==> src/rtl/tlc_fsm.sv <==
// Two-road traffic light controller: NS main road, EW side road.
// NS green rests until an EW vehicle is seen after its minimum time.
module tlc_fsm #(
  parameter int unsigned T_NS_GREEN = 30,
  parameter int unsigned T_YELLOW   = 4,
  parameter int unsigned T_ALL_RED  = 2,
  parameter int unsigned T_EW_GREEN = 20
) (
  input  logic       i_clk,
  input  logic       i_rst,
  input  logic       i_EW_vd,
  output logic       o_NS_red,
  output logic       o_NS_yellow,
  output logic       o_NS_green,
  output logic       o_EW_red,
  output logic       o_EW_yellow,
  output logic       o_EW_green,
  output logic [5:0] count
);

  localparam logic [2:0] NS_G = 3'd0;
  localparam logic [2:0] NS_Y = 3'd1;
  localparam logic [2:0] AR1  = 3'd2;
  localparam logic [2:0] EW_G = 3'd3;
  localparam logic [2:0] EW_Y = 3'd4;
  localparam logic [2:0] AR2  = 3'd5;

  localparam logic [5:0] NSG_LAST = 6'(T_NS_GREEN - 1);
  localparam logic [5:0] YEL_LAST = 6'(T_YELLOW - 1);
  localparam logic [5:0] AR_LAST  = 6'(T_ALL_RED - 1);
  localparam logic [5:0] EWG_LAST = 6'(T_EW_GREEN - 1);

  // {NS r,y,g, EW r,y,g}
  localparam logic [5:0] L_NSG = 6'b001_100;
  localparam logic [5:0] L_NSY = 6'b010_100;
  localparam logic [5:0] L_AR  = 6'b100_100;
  localparam logic [5:0] L_EWG = 6'b100_001;
  localparam logic [5:0] L_EWY = 6'b100_010;

  logic [2:0] state;
  logic [2:0] state_nx;
  logic [5:0] count_nx;
  logic       req;
  logic       req_nx;
  logic       ew_want;
  logic       nsg_min;
  logic [5:0] lamps;

  assign ew_want = req | i_EW_vd;
  assign nsg_min = (count >= NSG_LAST);

  always_comb begin
    state_nx = state;
    count_nx = count + 6'd1;
    case (state)
      NS_G: begin
        if (nsg_min && ew_want) begin
          state_nx = NS_Y;
          count_nx = 6'd0;
        end else if (nsg_min) begin
          count_nx = NSG_LAST;
        end
      end
      NS_Y: begin
        if (count == YEL_LAST) begin
          state_nx = AR1;
          count_nx = 6'd0;
        end
      end
      AR1: begin
        if (count == AR_LAST) begin
          state_nx = EW_G;
          count_nx = 6'd0;
        end
      end
      EW_G: begin
        if (count == EWG_LAST) begin
          state_nx = EW_Y;
          count_nx = 6'd0;
        end
      end
      EW_Y: begin
        if (count == YEL_LAST) begin
          state_nx = AR2;
          count_nx = 6'd0;
        end
      end
      AR2: begin
        if (count == AR_LAST) begin
          state_nx = NS_G;
          count_nx = 6'd0;
        end
      end
      default: begin
        state_nx = NS_G;
        count_nx = 6'd0;
      end
    endcase
  end

  // The pending request is consumed by the EW green it asked for.
  always_comb begin
    req_nx = req;
    if (state == EW_G)
      req_nx = 1'b0;
    else if (i_EW_vd)
      req_nx = 1'b1;
  end

  always_ff @(posedge i_clk or negedge i_rst) begin
    if (!i_rst) begin
      state <= NS_G;
      count <= 6'd0;
      req   <= 1'b0;
    end else begin
      state <= state_nx;
      count <= count_nx;
      req   <= req_nx;
    end
  end

  // Unused encodings show all-red until the next edge recovers NS_G.
  always_comb begin
    lamps = L_AR;
    case (state)
      NS_G:    lamps = L_NSG;
      NS_Y:    lamps = L_NSY;
      AR1:     lamps = L_AR;
      EW_G:    lamps = L_EWG;
      EW_Y:    lamps = L_EWY;
      AR2:     lamps = L_AR;
      default: lamps = L_AR;
    endcase
  end

  assign o_NS_red    = lamps[5];
  assign o_NS_yellow = lamps[4];
  assign o_NS_green  = lamps[3];
  assign o_EW_red    = lamps[2];
  assign o_EW_yellow = lamps[1];
  assign o_EW_green  = lamps[0];

endmodule

==> config.mk <==
export PLATFORM = sky130hd
export DESIGN_NAME = tlc_fsm
export DESIGN_NICKNAME = d
export VERILOG_FILES = /design/src/rtl/tlc_fsm.sv
export SDC_FILE = /design/constraint.sdc
export NUM_CORES = 1
export LEC_CHECK = 0
export BUFFER_PORTS_ARGS = -buffer_cell sky130_fd_sc_hd__buf_2
export CORE_AREA = 8 8 45 47
export CTS_BUF_LIST = sky130_fd_sc_hd__clkbuf_8
export CTS_CLUSTER_SIZE = 20
export DETAILED_ROUTE_END_ITERATION = 7
export DIE_AREA = 0 0 53 55
export GPL_ROUTABILITY_DRIVEN = 1
export PLACE_DENSITY = 0.79
export REMOVE_ABC_BUFFERS = 1
export SETUP_SLACK_MARGIN = 0.1
export SYNTH_ARGS = -nofsm -noshare
export SYNTH_HDL_FRONTEND = slang
export SYNTH_SLANG_ARGS = --single-unit
==> constraint.sdc <==
create_clock -name i_clk -period 2 [get_ports i_clk]
set_clock_uncertainty 0.2 [all_clocks]
set_input_delay 0 -clock i_clk [delete_from_list [all_inputs] [get_ports i_clk]]
set_output_delay 0 -clock i_clk [all_outputs]
set_load 0.005 [all_outputs]
# After elaboration in Yosys (flattened, before gate mapping)
# Index checks and enable logic that the tools add are counted.
# totals
word_cells	42
reg_bits	10
# op_classes
n_addsub	1
n_bitwise	1
n_lt_le_gt_ge	1
n_mux	16
eq_ne	14
n_reduce_logical	6
# op_table
op	count
6-bit one-hot mux with 4 select lines	2
6-bit two-way mux	5
3-bit two-way mux	6
3-bit one-hot mux with 6 select lines	1
2-bit inequality test (second input constant)	6
6-bit by 1-bit adder with 6-bit output (second input constant)	1
3-bit by 2-bit equality test with 1-bit output (second input constant)	2
3-bit equality test (second input constant)	2
6-bit by 1-bit equality test with 1-bit output (second input constant)	1
6-bit by 2-bit equality test with 1-bit output (second input constant)	1
6-bit by 5-bit equality test with 1-bit output (second input constant)	1
6-bit by 5-bit greater-or-equal comparator with 1-bit output (second input constant)	1
6-bit AND reduction	1
2-bit OR reduction	2
3-bit by 1-bit equality test with 1-bit output (second input constant)	1
3-bit logical NOT	1
1-bit two-way mux	2
2-bit nonzero test	1
1-bit logical AND	1
1-bit OR	1

# Depth between registers and ports, before layout
# Gate-level depths: netlist (run 1).
# depth
depth_word	4
mapped_depth	7
depth_no_buf	6

# Least setup slack after synthesis (run 1)
# Ideal clock, no wire load.
# synth_path
path_kind	reg2reg
from	register count[0]
to	register count[0]
period_less_slack_ns	1.860
setup_time_ns	0.092
setup_slack_ns	0.140
n_path_buf	1
path_stages_with_launch	7
arrival_ns	1.568
required_time_ns	1.708
cell_sequence	dfrtp_1 > ha_1 > and2b_1 > a211o_1 > and4_4 > buf_6 > o31ai_2
# synth_between
elab_chain_cells	4
word_cells_on_any_way	12
# synth_rtl
element	line	text
start, declared	18	output logic [5:0] count
start signal, assigned	117	count <= count_nx;
6-bit by 1-bit adder with 6-bit output / 6-bit by 5-bit greater-or-equal comparator with 1-bit output (equally long branches)	54, 50	
6-bit two-way mux / 1-bit logical AND (equally long branches)	60, 57	
6-bit two-way mux	57	if (nsg_min && ew_want) begin
6-bit one-hot mux with 4 select lines (*)	55	case (state)
via count_nx[0]	42	logic [5:0] count_nx;
# The timed path passes the listed nets; every way through them passes the cells marked *.
# A chain may end at the register's enable or synchronous reset.

# Worst setup path after layout (run 1)
# Ends and elaborated chain as after synthesis.

==> results.txt, run 1 <==
----------------------------------------------------
[Global routing]
  Global-route wire length before repair ... 2790 um
  Largest net degree at the start of global routing ... 11
  Total routing resource utilization after global routing ... 0.127
  Vias in the first global route ... 651
  Overflow after GRT ... 0
  Antenna violations before repair ... 0

[Power and ir drop]
  Proportion of total power due to net switching ... 0.176
  Clock share of power ... 0.537
  Worst IR Drop VDD ... 469 uV
  Total power divided by cell area ... 532 mW/mm^2
  Leakage Power ... 0.395 nW
  Internal power ... 0.381 mW
  Combinational group share of total power ... 0.024
  Relative contribution of sequential cells to total power ... 0.439
  Switching power ... 0.0813 mW

[Clocking]
  H-Tree Depth ... 1
  Clock buffers created by TritonCTS ... 3
  Clock slew seen by the registers of the worst setup and hold paths ... 0.05 ns
  TritonCTS clock tree ... built
  Clock insertion delay at the later pin of the skew report ... 0.23 ns
  Master cell of the clock root buffer ... sky130_fd_sc_hd__clkbuf_8
  Number of clock sinks ... 10
  Clock Path Buffers ... 2

[Setup path]
  Worst setup path start ... count[0]
  Beginning of the worst register-to-register path ... count[0]
  CP Class ... reg2reg
  Arrival @ worst endpoint ... 1.76 ns
  Req. time, crit path ... 1.94 ns
  Kind of start point of the critical path ... register
  Sort of element at the end of the critical path ... register
  Critical path peak fanout ... 8

[Detailed routing]
  Violation count after the first detailed-route iteration ... 13
  Average routed wire per standard cell ... 14.9 um
  Initial DRT Pass Iterations ... 4
  Post-detailed-route count of antenna-violating nets ... 0
  DR vias ... 658
  Vias per std cell ... 5.88
  Final routed wirelength across all metal layers ... 1670 um
  DRC Markers ... 0

[Floorplanning]
  Std cell rows ... 14
  Height of the die ... 55 um
  Total Die Area ... 0.00292 mm^2
  Placeable core area ... 0.00138 mm^2
  Ports placed on the boundary ... 15
  Overall die width ... 53 um
  Initial standard-cell utilization of the core ... 0.476

[STA]
  Hold Violations, Final ... 0
  Summed negative setup slack over all endpoints ... 0 ns
  Worst rel slew slack ... 0.672
  Total setup violations reported at the end of the flow ... 0
  Final min period ... 1.82 ns
  Share of the cycle needed by the critical path after routing ... 0.910
  Unrepaired setup endpoints after global routing ... yes
  Upper clock frequency limit ... 0.549 GHz
  Transition time at the pin with the least slew margin ... 0.491 ns
  Post-route worst setup slack ... 0.180 ns
  Final number of max-transition violations ... 0

[Worst hold path]
  Type of the most critical hold path ... reg2reg
  Launch instance of the worst min-delay path ... req

[Layout]
  Leading cell type in the layout, fill and taps excluded ... sky130_fd_sc_hd__buf_2
  Antenna diode instance count ... 0
  Highest-count cells in the layout ignoring fill and taps ... sky130_fd_sc_hd__buf_2, sky130_fd_sc_hd__o21ai_0, sky130_fd_sc_hd__dfrtp_1, sky130_fd_sc_hd__nor2_1
  Count of nets after finishing ... 103
  # fillers ... 120
  Post-synthesis to final-layout area growth ... 32.1%
  Layout cell share with drive strength beyond 1 ... 0.313

[Synthesis]
  Netlist area before placement ... 658 um^2
  Xor and xnor fraction of the mapped netlist area ... 0.0798
  Combinational family with the most area after synthesis ... simple AND/OR/NAND/NOR gates
  Compound-cell area share of the yosys netlist ... 0.219
  Flip-flop and latch count after synthesis ... 10
  Mean instance size in the synthesized netlist ... 9.14 um^2
  Fraction of the mapped netlist area in adder cells ... 0.0570
  Post-synthesis simple-gate area fraction ... 0.219
  Gate count after technology mapping ... 72
  Mux cell area share after synthesis ... 0
  Total of warnings raised by yosys ... 0
  Sequential fraction of the synthesis area ... 0.380
  Number of distinct library cells after synthesis ... 30

[Place]
  Post-DP HPWL ... 1130 um
  Final weighted congestion in routability-driven placement ... 0.779
  Worst setup slack before clock tree synthesis ... 0.168 ns
  Count of buffers inserted at the top-level ports ... 14

[Outcome]
  Result of the run ... finished clean

[Flow run]
  Max-cap violations ... 0

----------------------------------------------------
-- final timing paths --
check / slack (ns) / to / depth (start not counted)
setup reg to reg: 0.18 / count[0] / 5
max in group asynchronous: 0.64 / count[0] / 3
min in group asynchronous: 0.60 / count[5] / 3
hold / removal: 0.29 / req / 2
hold reg to reg: 0.29 / req / 2
setup / recovery: 0.18 / count[0] / 5
-- cells in the mapped netlist --
| library cell | instances | share of area |
|---|---|---|
| sky130_fd_sc_hd__ha_1 | 3 | 0.057 |
| sky130_fd_sc_hd__o2bb2ai_1 | 1 | 0.013 |
| sky130_fd_sc_hd__nor2_1 | 7 | 0.040 |
| sky130_fd_sc_hd__buf_6 | 1 | 0.017 |
| sky130_fd_sc_hd__a211o_1 | 1 | 0.013 |
| sky130_fd_sc_hd__o21bai_1 | 1 | 0.011 |
| sky130_fd_sc_hd__and2b_1 | 1 | 0.011 |
| sky130_fd_sc_hd__a31o_1 | 1 | 0.013 |
| sky130_fd_sc_hd__nor2b_1 | 1 | 0.0095 |
| sky130_fd_sc_hd__a21oi_1 | 2 | 0.015 |
| sky130_fd_sc_hd__or2_2 | 1 | 0.0095 |
| sky130_fd_sc_hd__nand3_1 | 3 | 0.023 |
| sky130_fd_sc_hd__xor2_1 | 1 | 0.013 |
| sky130_fd_sc_hd__and2_1 | 1 | 0.0095 |
| sky130_fd_sc_hd__o31ai_2 | 1 | 0.019 |
| sky130_fd_sc_hd__nand4_1 | 1 | 0.0095 |
| sky130_fd_sc_hd__a41oi_1 | 1 | 0.013 |
| sky130_fd_sc_hd__inv_1 | 3 | 0.017 |
| sky130_fd_sc_hd__o21ai_0 | 10 | 0.076 |
| sky130_fd_sc_hd__nor3_1 | 5 | 0.038 |
| sky130_fd_sc_hd__o31ai_1 | 3 | 0.034 |
| sky130_fd_sc_hd__clkinv_1 | 1 | 0.0057 |
| sky130_fd_sc_hd__and4_4 | 1 | 0.017 |
| sky130_fd_sc_hd__nor3_2 | 2 | 0.030 |
| sky130_fd_sc_hd__dfrtp_1 | 10 | 0.38 |
| sky130_fd_sc_hd__nor3b_1 | 1 | 0.011 |
| sky130_fd_sc_hd__xnor2_1 | 5 | 0.067 |
| sky130_fd_sc_hd__a31oi_1 | 1 | 0.0095 |
| sky130_fd_sc_hd__nand2b_1 | 1 | 0.0095 |
| sky130_fd_sc_hd__clkbuf_1 | 1 | 0.0057 |
-- logic make-up after synthesis --
logic type | Yosys count
AO/OA/AOI/OAI | 22
XOR/XNOR | 6
adder cells (fa/ha/maj) | 3
buffers and inverters | 6
flip-flops | 10
AND/OR/NAND/NOR | 25
-- timing repair --
action	CTS	global route
hold endpoints to repair	11	0
hold buffers	3	0
setup buffers	0	2
setup endpoints to repair	0	7
gates resized for setup	0	3
-- critical path: stages (launching register included) --
cell and delay (ns):
sky130_fd_sc_hd__dfrtp_2 0.43, sky130_fd_sc_hd__ha_1 0.21, sky130_fd_sc_hd__and2b_1 0.17, sky130_fd_sc_hd__a211o_1 0.28, sky130_fd_sc_hd__and4_4 0.23, sky130_fd_sc_hd__o31ai_2 0.21
-- registers in the layout (all words and copies together) (netlist names) --
signal,cells
count,6
state,3
req,1
-- stage by stage --
step | area [um^2] | total power [mW] | util | hold slack (ns) | instances
global placement | 756 | 0.212 | 0.546 | -0.326 | 103
global route | 870 | 0.479 | 0.628 | 0.321 | 112
detailed placement | 756 | 0.213 | 0.546 | -0.323 | 103
CTS | 841 | 0.469 | 0.608 | 0.303 | 110
floorplan | 643 | 0.207 | - | -0.496 | 70
finish | 870 | 0.462 | 0.628 | 0.286 | 112
-- power by group through the flow --
stage	registers, mW	clock network, mW	logic, mW
finish	0.203	0.248	0.0110
global route	0.203	0.264	0.0132
CTS	0.203	0.255	0.0112
detailed placement	0.206	0	0.00660
global placement	0.206	0	0.00642
floorplan	0.206	0	0.000547
-- cell type report --
class	count	area (um^2)	area share
clock buffers	4	55.1	0.0633
inverters	4	15.0	0.0173
well taps	16	20.0	0.0230
flip-flops and latches	10	251	0.289
multi-input cells	56	390	0.449
repair buffers	22	138	0.158
-- metal layers --
| layer | global-route usage | vias to the layer above | share of wire |
|---|---|---|---|
| li1 | - | 309 | - |
| met1 | 0.157 | 324 | 0.45 |
| met2 | 0.207 | 21 | 0.47 |
| met3 | 0.0294 | 4 | 0.063 |
| met4 | 0.0517 | 0 | 0.013 |
| met5 | 0 | - | 0 |
Note: power is estimated with default switching activity, not from simulation.
==> run 2, diff against run 1 <==
BUFFER_PORTS_ARGS = -buffer_cell sky130_fd_sc_hd__clkbuf_2   (was -buffer_cell sky130_fd_sc_hd__buf_2)
CORE_AREA = default   (was 8 8 45 47)
CORE_MARGIN = 8   (was default)
CORE_UTILIZATION = 49   (was default)
DIE_AREA = default   (was 0 0 53 55)
PLACE_DENSITY = 0.81   (was 0.79)
clock period = 1.5 ns   (was 2 ns; I/O delays follow)
==> results.txt, run 2 (synthesis gave the netlist of run 1 again) <==
----------------------------------------------------
[Setup path]
  Worst R2R End ... count[3]
  Critical path peak fanout ... 4 (-4)
  Kind of start point of the critical path ... register
  Worst setup path start ... count[4]
  Req. time, crit path ... 1.45 ns (-0.49 ns)
  Setup crit end ... count[3]
  R2r worst-path depth ... 6 (+1)
  Beginning of the worst register-to-register path ... count[4]
  CP Class ... reg2reg
  Reg2reg setup slack ... -0.43 ns (-0.61 ns)
  Arrival @ worst endpoint ... 1.89 ns (+0.13 ns)
  Sort of element at the end of the critical path ... register

[STA]
  Post-route worst setup slack ... -0.433 ns (-0.613 ns)
  Worst rel slew slack ... 0.737 (+0.0656)
  Share of the cycle needed by the critical path after routing ... 1.29 (+0.379)
  Summed negative setup slack over all endpoints ... -3.18 ns (-3.18 ns)
  Transition time at the pin with the least slew margin ... 0.393 ns (-0.0975 ns)
  Final number of max-transition violations ... 0 (unchanged)
  Hold Violations, Final ... 0 (unchanged)
  Min Hold Slack ... 0.00177 ns (-0.284 ns)
  Upper clock frequency limit ... 0.517 GHz (-5.9%)
  Unrepaired setup endpoints after global routing ... yes
  Total setup violations reported at the end of the flow ... 13 (+13)
  Final min period ... 1.93 ns (+0.113 ns)

[Place]
  Area of placed instances ... 905 um^2 (+20%)
  Post-DP HPWL ... 1550 um (+37%)
  Worst setup slack before clock tree synthesis ... -0.316 ns (-0.485 ns)
  Instance count after placement with tap cells included ... 122 (+18%)
  Count of buffers inserted at the top-level ports ... 14 (unchanged)
  Final weighted congestion in routability-driven placement ... 0.861 (+11%)

[Layout]
  Non-filler instance count after layout ... 136 (+21%)
  Cell area after layout ... 0.00124 mm^2 (+43%)
  Leading cell type in the layout, fill and taps excluded ... sky130_fd_sc_hd__buf_4
  Post-synthesis to final-layout area growth ... 88.8%
  # fillers ... 27 (-78%)
  Number of flip-flops in the largest register ... 6 (unchanged)
  Layout cell share with drive strength beyond 1 ... 0.636 (+0.324)
  Highest-count cells in the layout ignoring fill and taps ... sky130_fd_sc_hd__buf_4, sky130_fd_sc_hd__buf_6, sky130_fd_sc_hd__clkbuf_2, sky130_fd_sc_hd__o21ai_0
  Largest register by flop count ... count
  Top flop regs ... count: 6 flops, state: 3 flops, req: 1 flops
  Post-layout util ... 0.967 (+0.339)
  Count of nets after finishing ... 128 (+24%)
  Antenna diode instance count ... 0 (unchanged)

[Floorplanning]
  Ports placed on the boundary ... 15 (unchanged)
  Height of the die ... 52.7 um (-4.3%)
  Total Die Area ... 0.00277 mm^2 (-4.9%)
  Initial standard-cell utilization of the core ... 0.512 (+0.0366)
  Std cell rows ... 13 (-1)
  Placeable core area ... 0.00128 mm^2 (-7.1%)
  Overall die width ... 52.7 um (-0.66%)

[Detailed routing]
  Initial DRT Pass Iterations ... 4 (unchanged)
  Average routed wire per standard cell ... 24.9 um (+67%)
  Final routed wirelength across all metal layers ... 3390 um (+100%)
  DRC Markers ... 0 (unchanged)
  DR vias ... 894 (+36%)
  Violation count after the first detailed-route iteration ... 44 (+31)
  Post-detailed-route count of antenna-violating nets ... 0 (unchanged)
  Vias per std cell ... 6.57 (+12%)

[Global routing]
  Total routing resource utilization after global routing ... 0.201 (+0.0741)
  Global-route wire length before repair ... 4110 um (+47%)
  Antenna violations before repair ... 0 (unchanged)
  Largest net degree at the start of global routing ... 11 (unchanged)
  Overflow after GRT ... 0 (unchanged)
  Vias in the first global route ... 855 (+31%)

[Outcome]
  Result of the run ... finished, violations left
  Violations in the final reports ... setup timing

[Clocking]
  H-Tree Depth ... 1 (unchanged)
  Clock slew seen by the registers of the worst setup and hold paths ... 0.05 ns (about the same)
  Clock Path Buffers ... 2 (unchanged)
  Clock buffers created by TritonCTS ... 3 (unchanged)
  Number of clock sinks ... 10 (unchanged)
  Clock insertion delay at the later pin of the skew report ... 0.24 ns (about the same)
  Master cell of the clock root buffer ... sky130_fd_sc_hd__clkbuf_8
  TritonCTS clock tree ... built

[Power and ir drop]
  Power, Total ... 0.641 mW (+39%)
  Leakage Power ... 0.569 nW (+44%)
  Worst IR Drop VDD ... 629 uV (+34%)
  Total power divided by cell area ... 516 mW/mm^2 (-2.9%)

[Worst hold path]
  Type of the most critical hold path ... in2async

[Flow run]
  Max-cap violations ... 0 (unchanged)

----------------------------------------------------
==> run 2: changes by cell type in the layout (fill, tap and decap cells not counted), sizes merged <==
cell / before / now
clkbuf: 4 / 14
dlygate4sd3: 3 / 2
buf: 19 / 35
==> run 2: worst min-delay path by stage <==
stage	startpoint	endpoint	slack, ns	depth (start not counted)
floorplan	i_rst	count[0]	-0.50	0
CTS	req	req	0.31	2
global placement	i_rst	req	-0.33	1
finish	i_rst	count[4]	0.002	2
global route	i_rst	count[5]	0.03	2
detailed placement	i_rst	state[2]	-0.32	1
==> run 2: where the power goes <==
part / switching, mW / internal [mW] / total (mW)
clock network: 0.125 / 0.232 / 0.357
registers: 0 / 0.270 / 0.270
logic: 0.00833 / 0.00552 / 0.0139
total: 0.133 / 0.508 / 0.641
==> run 2: metal layers <==
metal | vias up | wire (um) | track usage
met5 | - | 0 | 0
met4 | 0 | 257 | 0.108
met3 | 37 | 277 | 0.0568
met2 | 81 | 1650 | 0.356
met1 | 411 | 1210 | 0.206
li1 | 365 | - | -
==> run 2: final cells by class <==
class	count	area, um^2	area share
multi-input cells	56	517	0.416
repair buffers	47	378	0.304
flip-flops and latches	10	256	0.206
clock buffers	4	55.1	0.0443
well taps	15	18.8	0.0151
inverters	4	17.5	0.0141
==> run 2: worst max-delay path, stage by stage (launching register included) <==
cell and delay (ns):
sky130_fd_sc_hd__dfrtp_2 0.43, sky130_fd_sc_hd__buf_4 0.15, sky130_fd_sc_hd__nand3_1 0.15, sky130_fd_sc_hd__buf_4 0.19, sky130_fd_sc_hd__o21bai_1 0.34, sky130_fd_sc_hd__o21ai_0 0.22
sky130_fd_sc_hd__o21ai_1 0.16
==> run 2: repair_timing <==
action	4_1_cts	5_1_grt
gates resized for setup	21	33
pin swaps	6	10
hold buffers	3	0
setup buffers	1	7
setup endpoints to repair	16	25
endpoints found under the hold margin	11	0
